`src/rtl/gray_scan_pkg.sv`:
```
// Shared constants for the Gray/binary scan counter: default rates, divider
// helper and the active-low hex-to-seven-segment table (bit 0 = a, bit 6 = g).
package gray_scan_pkg;

  localparam int DEF_WIDTH    = 8;
  localparam int DEF_DIGITS   = 4;
  localparam int DEF_CLK_HZ   = 100_000_000;
  localparam int DEF_COUNT_HZ = 1;
  localparam int DEF_SCAN_HZ  = 1000;

  localparam logic [6:0] SEG_LUT [16] = '{
    7'b1000000, 7'b1111001, 7'b0100100, 7'b0110000,
    7'b0011001, 7'b0010010, 7'b0000010, 7'b1111000,
    7'b0000000, 7'b0010000, 7'b0001000, 7'b0000011,
    7'b1000110, 7'b0100001, 7'b0000110, 7'b0001110
  };

  // Clocks per tick, never below one (one means a tick on every cycle).
  function automatic int tick_div(input int clk_hz, input int rate_hz);
    int d;
    d = clk_hz / rate_hz;
    return (d < 1) ? 1 : d;
  endfunction

endpackage

```
`src/rtl/gray_scan_counter_tick_gen.sv`:
```
// Free-running divider producing a one-cycle o_tick every DIV clocks.
module tick_gen #(
  parameter int DIV = 1
) (
  input  logic i_clk,
  input  logic i_rst,
  output logic o_tick
);

  localparam int CW = (DIV > 1) ? $clog2(DIV) : 1;

  logic [CW-1:0] r_cnt;

  assign o_tick = (r_cnt == CW'(DIV - 1));

  // NOTE: sequential state uses non-blocking assignments so every flop samples pre-edge values.
  always_ff @(posedge i_clk) begin
    if (!i_rst || o_tick) r_cnt <= '0;
    else                  r_cnt <= r_cnt + CW'(1);
  end

endmodule

```
`src/rtl/gray_scan_counter.sv`:
```
// Up/down counter with binary or Gray output, auto or synchronized manual
// stepping, wrap pulse and a multiplexed hex seven-segment display.
module gray_scan_counter
  import gray_scan_pkg::*;
#(
  parameter int WIDTH           = DEF_WIDTH,
  parameter int DIGITS          = DEF_DIGITS,
  parameter int DEFAULT_FREQ_HZ = DEF_CLK_HZ,
  parameter int COUNT_FREQ_HZ   = DEF_COUNT_HZ,
  parameter int SCAN_FREQ_HZ    = DEF_SCAN_HZ
) (
  input  logic              i_clk,
  input  logic              i_rst,
  input  logic              i_en,
  input  logic              i_man_clk,
  input  logic              i_man_clk_en,
  input  logic              i_dir,
  input  logic              i_mode,
  input  logic              i_load,
  input  logic [WIDTH-1:0]  i_load_val,
  output logic [WIDTH-1:0]  o_count,
  output logic              o_wrap,
  output logic [6:0]        SEG_OUT,
  output logic [DIGITS-1:0] SEG_EN
);

  localparam int COUNT_DIV = tick_div(DEFAULT_FREQ_HZ, COUNT_FREQ_HZ);
  localparam int SCAN_DIV  = tick_div(DEFAULT_FREQ_HZ, SCAN_FREQ_HZ);
  localparam int IDX_W     = (DIGITS > 1) ? $clog2(DIGITS) : 1;

  logic w_auto_tick;
  logic w_scan_tick;

  tick_gen #(.DIV(COUNT_DIV)) u_count_tick (
    .i_clk  (i_clk),
    .i_rst  (i_rst),
    .o_tick (w_auto_tick)
  );

  tick_gen #(.DIV(SCAN_DIV)) u_scan_tick (
    .i_clk  (i_clk),
    .i_rst  (i_rst),
    .o_tick (w_scan_tick)
  );

  logic r_man_meta, r_man_sync, r_man_prev;
  logic w_man_edge, w_step;

  // NOTE: the button is asynchronous; only r_man_sync (two flops deep) may feed logic.
  always_ff @(posedge i_clk) begin
    if (!i_rst) begin
      r_man_meta <= 1'b0;
      r_man_sync <= 1'b0;
      r_man_prev <= 1'b0;
    end else begin
      r_man_meta <= i_man_clk;
      r_man_sync <= r_man_meta;
      r_man_prev <= r_man_sync;
    end
  end

  assign w_man_edge = r_man_sync & ~r_man_prev;
  assign w_step     = i_man_clk_en ? w_man_edge : (w_auto_tick & i_en);

  logic [WIDTH-1:0] r_bin;
  logic             r_wrap;

  always_ff @(posedge i_clk) begin
    if (!i_rst) begin
      r_bin  <= '0;
      r_wrap <= 1'b0;
    end else if (i_load) begin
      r_bin  <= i_load_val;
      r_wrap <= 1'b0;
    end else if (w_step) begin
      r_bin  <= i_dir ? r_bin + WIDTH'(1) : r_bin - WIDTH'(1);
      r_wrap <= i_dir ? (&r_bin) : ~(|r_bin);
    end else begin
      r_wrap <= 1'b0;
    end
  end

  // Mode only recodes the view; the binary state is untouched.
  assign o_count = i_mode ? (r_bin ^ (r_bin >> 1)) : r_bin;
  assign o_wrap  = r_wrap;

  logic [IDX_W-1:0]  r_scan_idx;
  logic [IDX_W-1:0]  w_idx_nxt;
  logic [15:0]       w_count_ext;
  logic [15:0]       w_shifted;
  logic [3:0]        w_nibble;
  logic [6:0]        r_seg_out;
  logic [DIGITS-1:0] r_seg_en;

  // NOTE: every always_comb output gets a default first so no latch is inferred.
  always_comb begin
    w_idx_nxt = r_scan_idx;
    if (w_scan_tick)
      w_idx_nxt = (r_scan_idx == IDX_W'(DIGITS - 1)) ? '0 : r_scan_idx + IDX_W'(1);
  end

  assign w_count_ext = 16'(o_count);
  assign w_shifted   = w_count_ext >> {w_idx_nxt, 2'b00};
  assign w_nibble    = w_shifted[3:0];

  // Enable and pattern are registered from the same index so they switch together.
  always_ff @(posedge i_clk) begin
    if (!i_rst) begin
      r_scan_idx <= '0;
      r_seg_en   <= ~DIGITS'(1);
      r_seg_out  <= SEG_LUT[0];
    end else begin
      r_scan_idx <= w_idx_nxt;
      r_seg_en   <= ~(DIGITS'(1) << w_idx_nxt);
      r_seg_out  <= SEG_LUT[w_nibble];
    end
  end

  assign SEG_OUT = r_seg_out;
  assign SEG_EN  = r_seg_en;

endmodule

```
`config.mk`:
```
export PLATFORM = sky130hd
export DESIGN_NAME = gray_scan_counter
export DESIGN_NICKNAME = d
export VERILOG_FILES = /design/src/rtl/gray_scan_pkg.sv /design/src/rtl/gray_scan_counter_tick_gen.sv /design/src/rtl/gray_scan_counter.sv
export SDC_FILE = /design/constraint.sdc
export NUM_CORES = 1
export LEC_CHECK = 0
export CAP_MARGIN = 20
export CORE_ASPECT_RATIO = 0.8
export CORE_MARGIN = 3
export CORE_UTILIZATION = 50
export CTS_CLUSTER_DIAMETER = 100
export DETAILED_ROUTE_END_ITERATION = 10
export PLACE_DENSITY = 0.78
export SYNTH_ARGS = -nofsm -noshare
export SYNTH_HDL_FRONTEND = slang
export SYNTH_SLANG_ARGS = --single-unit
```
`constraint.sdc`:
```
create_clock -name i_clk -period 3.6 [get_ports i_clk]
set_clock_uncertainty 0.2 [all_clocks]
set_input_delay 0.54 -clock i_clk [delete_from_list [all_inputs] [get_ports i_clk]]
set_output_delay 0.54 -clock i_clk [all_outputs]
set_load 0.01 [all_outputs]
```
==> metrics.yaml, run 1 <==
routing:
  drc_errors: 0
  wire_per_inst_um: 13.68
  drt_iter0_drc: 133
  drt_first_pass_iters: 4
  num_vias: 2831
  vias_per_cell: 5.331
  antenna_left: 0
  wl_mm: 7.264
yosys:
  synth_most_common_cell: "dfxtp_1"
  postSynthAreaPerCell_um2: 8.786
  synth.top_cell.area_share_pct: 38.82
  synthArstFlopShare_pct: 0
  synth_cell_types: 49
  synthCells: 405
  synth_common_cells: "dfxtp_1, nor2_1, nand2_1, xor2_1, nand3_1"
  ys_warn_count: 0
  synth_top_area_cell: "dfxtp_1"
  ys_top_cells_by_area: "dfxtp_1, ha_1, xor2_1"
  synth_fp_nets: 445
  synthFlopType: "dfxtp_1"
  seq_area_frac_synth_pct: 38.82
  ys_ff_latch: 69
  synth_area_mm2: 0.003558
  synth-edff-count: 0
sta:
  slew_headroom_pct: 59.23
  hold_viol: 0
  min_period_over_period_pct: 91.67
  worst_slack_ns: 0.2999
  tightest_slew_ns: 0.6116
  finalSetupViolCount: 0
  drv_slew: 0
  final.setup.tns_ns: 0
  period_needed_ns: 3.300
  timing.fmax_ghz: 0.3030
  rsz0062_at_grt: "false"
job:
  maxCapViolCount: 0
global_routing:
  grt_first_pass_wirelength_mm: 12.43
  overflow: 0
  grt_usage_pct: 19.48
  antenna_found_initial: 0
  grt_pass1_vias: 2630
  grt_start_max_net_pins: 16
placement:
  dpl_worst_slack_ns: 0.3483
  dp.final_hpwl_mm: 5.250
  place_congestion: 0.8876
  port_buffers: 35
  place_area_mm2: 0.003969
clock_network:
  cts_buffers: 9
  cts_sinks: 69
  cts_tree: "done"
  postCtsSetupRepairBufs: 0
  root_buffer: "clkbuf_8"
  h-tree-depth: 3
  cts_buffer_depth: 2
  insertion_delay_ns: 0.34
  cts_resized: 0
  clkTransAtPathRegs_ns: 0.07
  postCtsHoldBufs: 0
die:
  row_count: 26
  initial_core_util_pct: 53.62
  core_area_mm2: 0.006636
  die_h_um: 81.46
  boundaryPins: 36
  die_w_um: 100.3
  dieArea_mm2: 0.008172
critical_path:
  r2r_start: "u_scan_tick.r_cnt[0]"
  rrSetupSlack_ns: 0.30
  endpoint_kind: "flip-flop"
  path_class: "reg -> reg"
  cp_max_fo: 8
  worstPathRequired_ns: 3.66
  cp-start-kind: "flip-flop"
  arrival_ns: 3.36
  r2r_cells: 11
  r2r_end: "SEG_OUT[3]"
power:
  power.leakage_nw: 1.701
  p_total_w: 0.001620
  peakVddDrop_v: 0.0002488
  powerDensity_mw_per_mm2: 390.6
status:
  outcome: "finished clean"
hold_path:
  hp-class: "reg -> reg"
  worstHoldStart: "r_man_meta"
  holdPathStages: 1
  holdPathEnd: "r_man_sync"
finish:
  drive_gt1_share_pct: 6.040
  diodes: 0
  stdcell_area_mm2: 0.004146
  area_delta_synth_final_pct: 16.53
  final_util_pct: 62.48
  nets: 482
## worst max-delay path, stage by stage, from the launching register on
cell and delay [ns]:
dfxtp_1 0.37, ha_1 0.22, and4_1 0.23, and4_1 0.39, mux2i_4 0.43, mux2_2 0.37
and2_1 0.21, inv_1 0.14, ha_1 0.25, mux2_2 0.17, nor2_1 0.03, a211oi_1 0.20
## how the worst max path moves through the flow
stage,start,end,slack [ns],cells after the start
6_report,u_scan_tick.r_cnt[0],SEG_OUT[3],0.30,11
5_1_grt,u_scan_tick.r_cnt[0],SEG_OUT[3],0.08,11
4_1_cts,u_scan_tick.r_cnt[0],SEG_OUT[3],0.31,11
3_5_place_dp,u_scan_tick.r_cnt[0],SEG_OUT[3],0.35,10
3_3_place_gp,u_scan_tick.r_cnt[0],SEG_OUT[3],0.41,10
2_1_floorplan,u_scan_tick.r_cnt[0],SEG_OUT[3],0.63,11
## registers in the layout, indices dropped and copies added, names as in the netlist, 2 cells and up
register / flops
u_count_tick.r_cnt: 27
u_scan_tick.r_cnt: 17
r_bin: 8
SEG_OUT: 7
SEG_EN: 4
r_scan_idx: 2
## cell usage in the layout (no fill, tap or decap), drive strengths merged, types with 2 or more instances in the layout
| master | instances |
|---|---|
| a211oi | 2 |
| a21o | 2 |
| a21oi | 17 |
| a31oi | 3 |
| and2 | 4 |
| and3 | 10 |
| and4 | 4 |
| and4bb | 2 |
| buf | 3 |
| clkbuf | 12 |
| clkdlybuf4s50 | 35 |
| clkinv | 3 |
| dfxtp | 69 |
| ha | 23 |
| inv | 22 |
| mux2 | 5 |
| mux2i | 10 |
| nand2 | 31 |
| nand3 | 25 |
| nand3b | 2 |
| nand4 | 8 |
| nor2 | 65 |
| nor3 | 5 |
| nor4 | 3 |
| o21ai | 14 |
| xnor2 | 19 |
| xor2 | 31 |
## logic make-up after synthesis
| group | share of synthesized area [%] |
|---|---|
| adder cells (fa/ha/maj) | 8.650 |
| AND/OR/NAND/NOR | 22.78 |
| XOR/XNOR | 12.31 |
| multiplexers | 4.958 |
| AO/OA/AOI/OAI | 8.264 |
| buffers and inverters | 4.219 |
| flip-flops | 38.82 |
## cell type report
type	instances	area, um^2
timing repair buffer	38	372.9
tap	84	105.1
sequential	69	1381
multi-input combinational	302	2027
clock inverter	4	22.52
inverter	22	82.58
fill	575	2490
clock buffer	12	155.1
## stage by stage
stage                     hold WS [ns]  instances
after CTS                       0.2442        531
final                           0.2427        531
after global routing            0.2727        531
after floorplan                 0.2119        405
after global placement          0.2185        515
after detailed placement        0.2268        515
## per-layer routing
layer  track usage (%)  vias up  part of all wire (%)
met3             5.857        7                   4.0
met2             29.83       59                    44
met5                 0        -                     0
li1                  -     1443                     -
met1             26.02     1322                    51
met4             7.268        0                   1.4
## power by group
group	switching, W	internal [W]
registers	0.0000204	0.000786
logic	0.000124	0.000118
clock network	0.000288	0.000284
No activity file was read; power rests on OpenSTA's default activity.
==> run 2, diff against run 1 <==
--- a/config.mk
+++ b/config.mk
@@ -11,6 +11,7 @@
 export CORE_UTILIZATION = 50
 export CTS_CLUSTER_DIAMETER = 100
 export DETAILED_ROUTE_END_ITERATION = 10
+export GPL_ROUTABILITY_DRIVEN = 0
 export PLACE_DENSITY = 0.78
 export SYNTH_ARGS = -nofsm -noshare
 export SYNTH_HDL_FRONTEND = slang
==> results of run 2 <==
No change in the layout: final DEF, timing and power equal those of run 1.
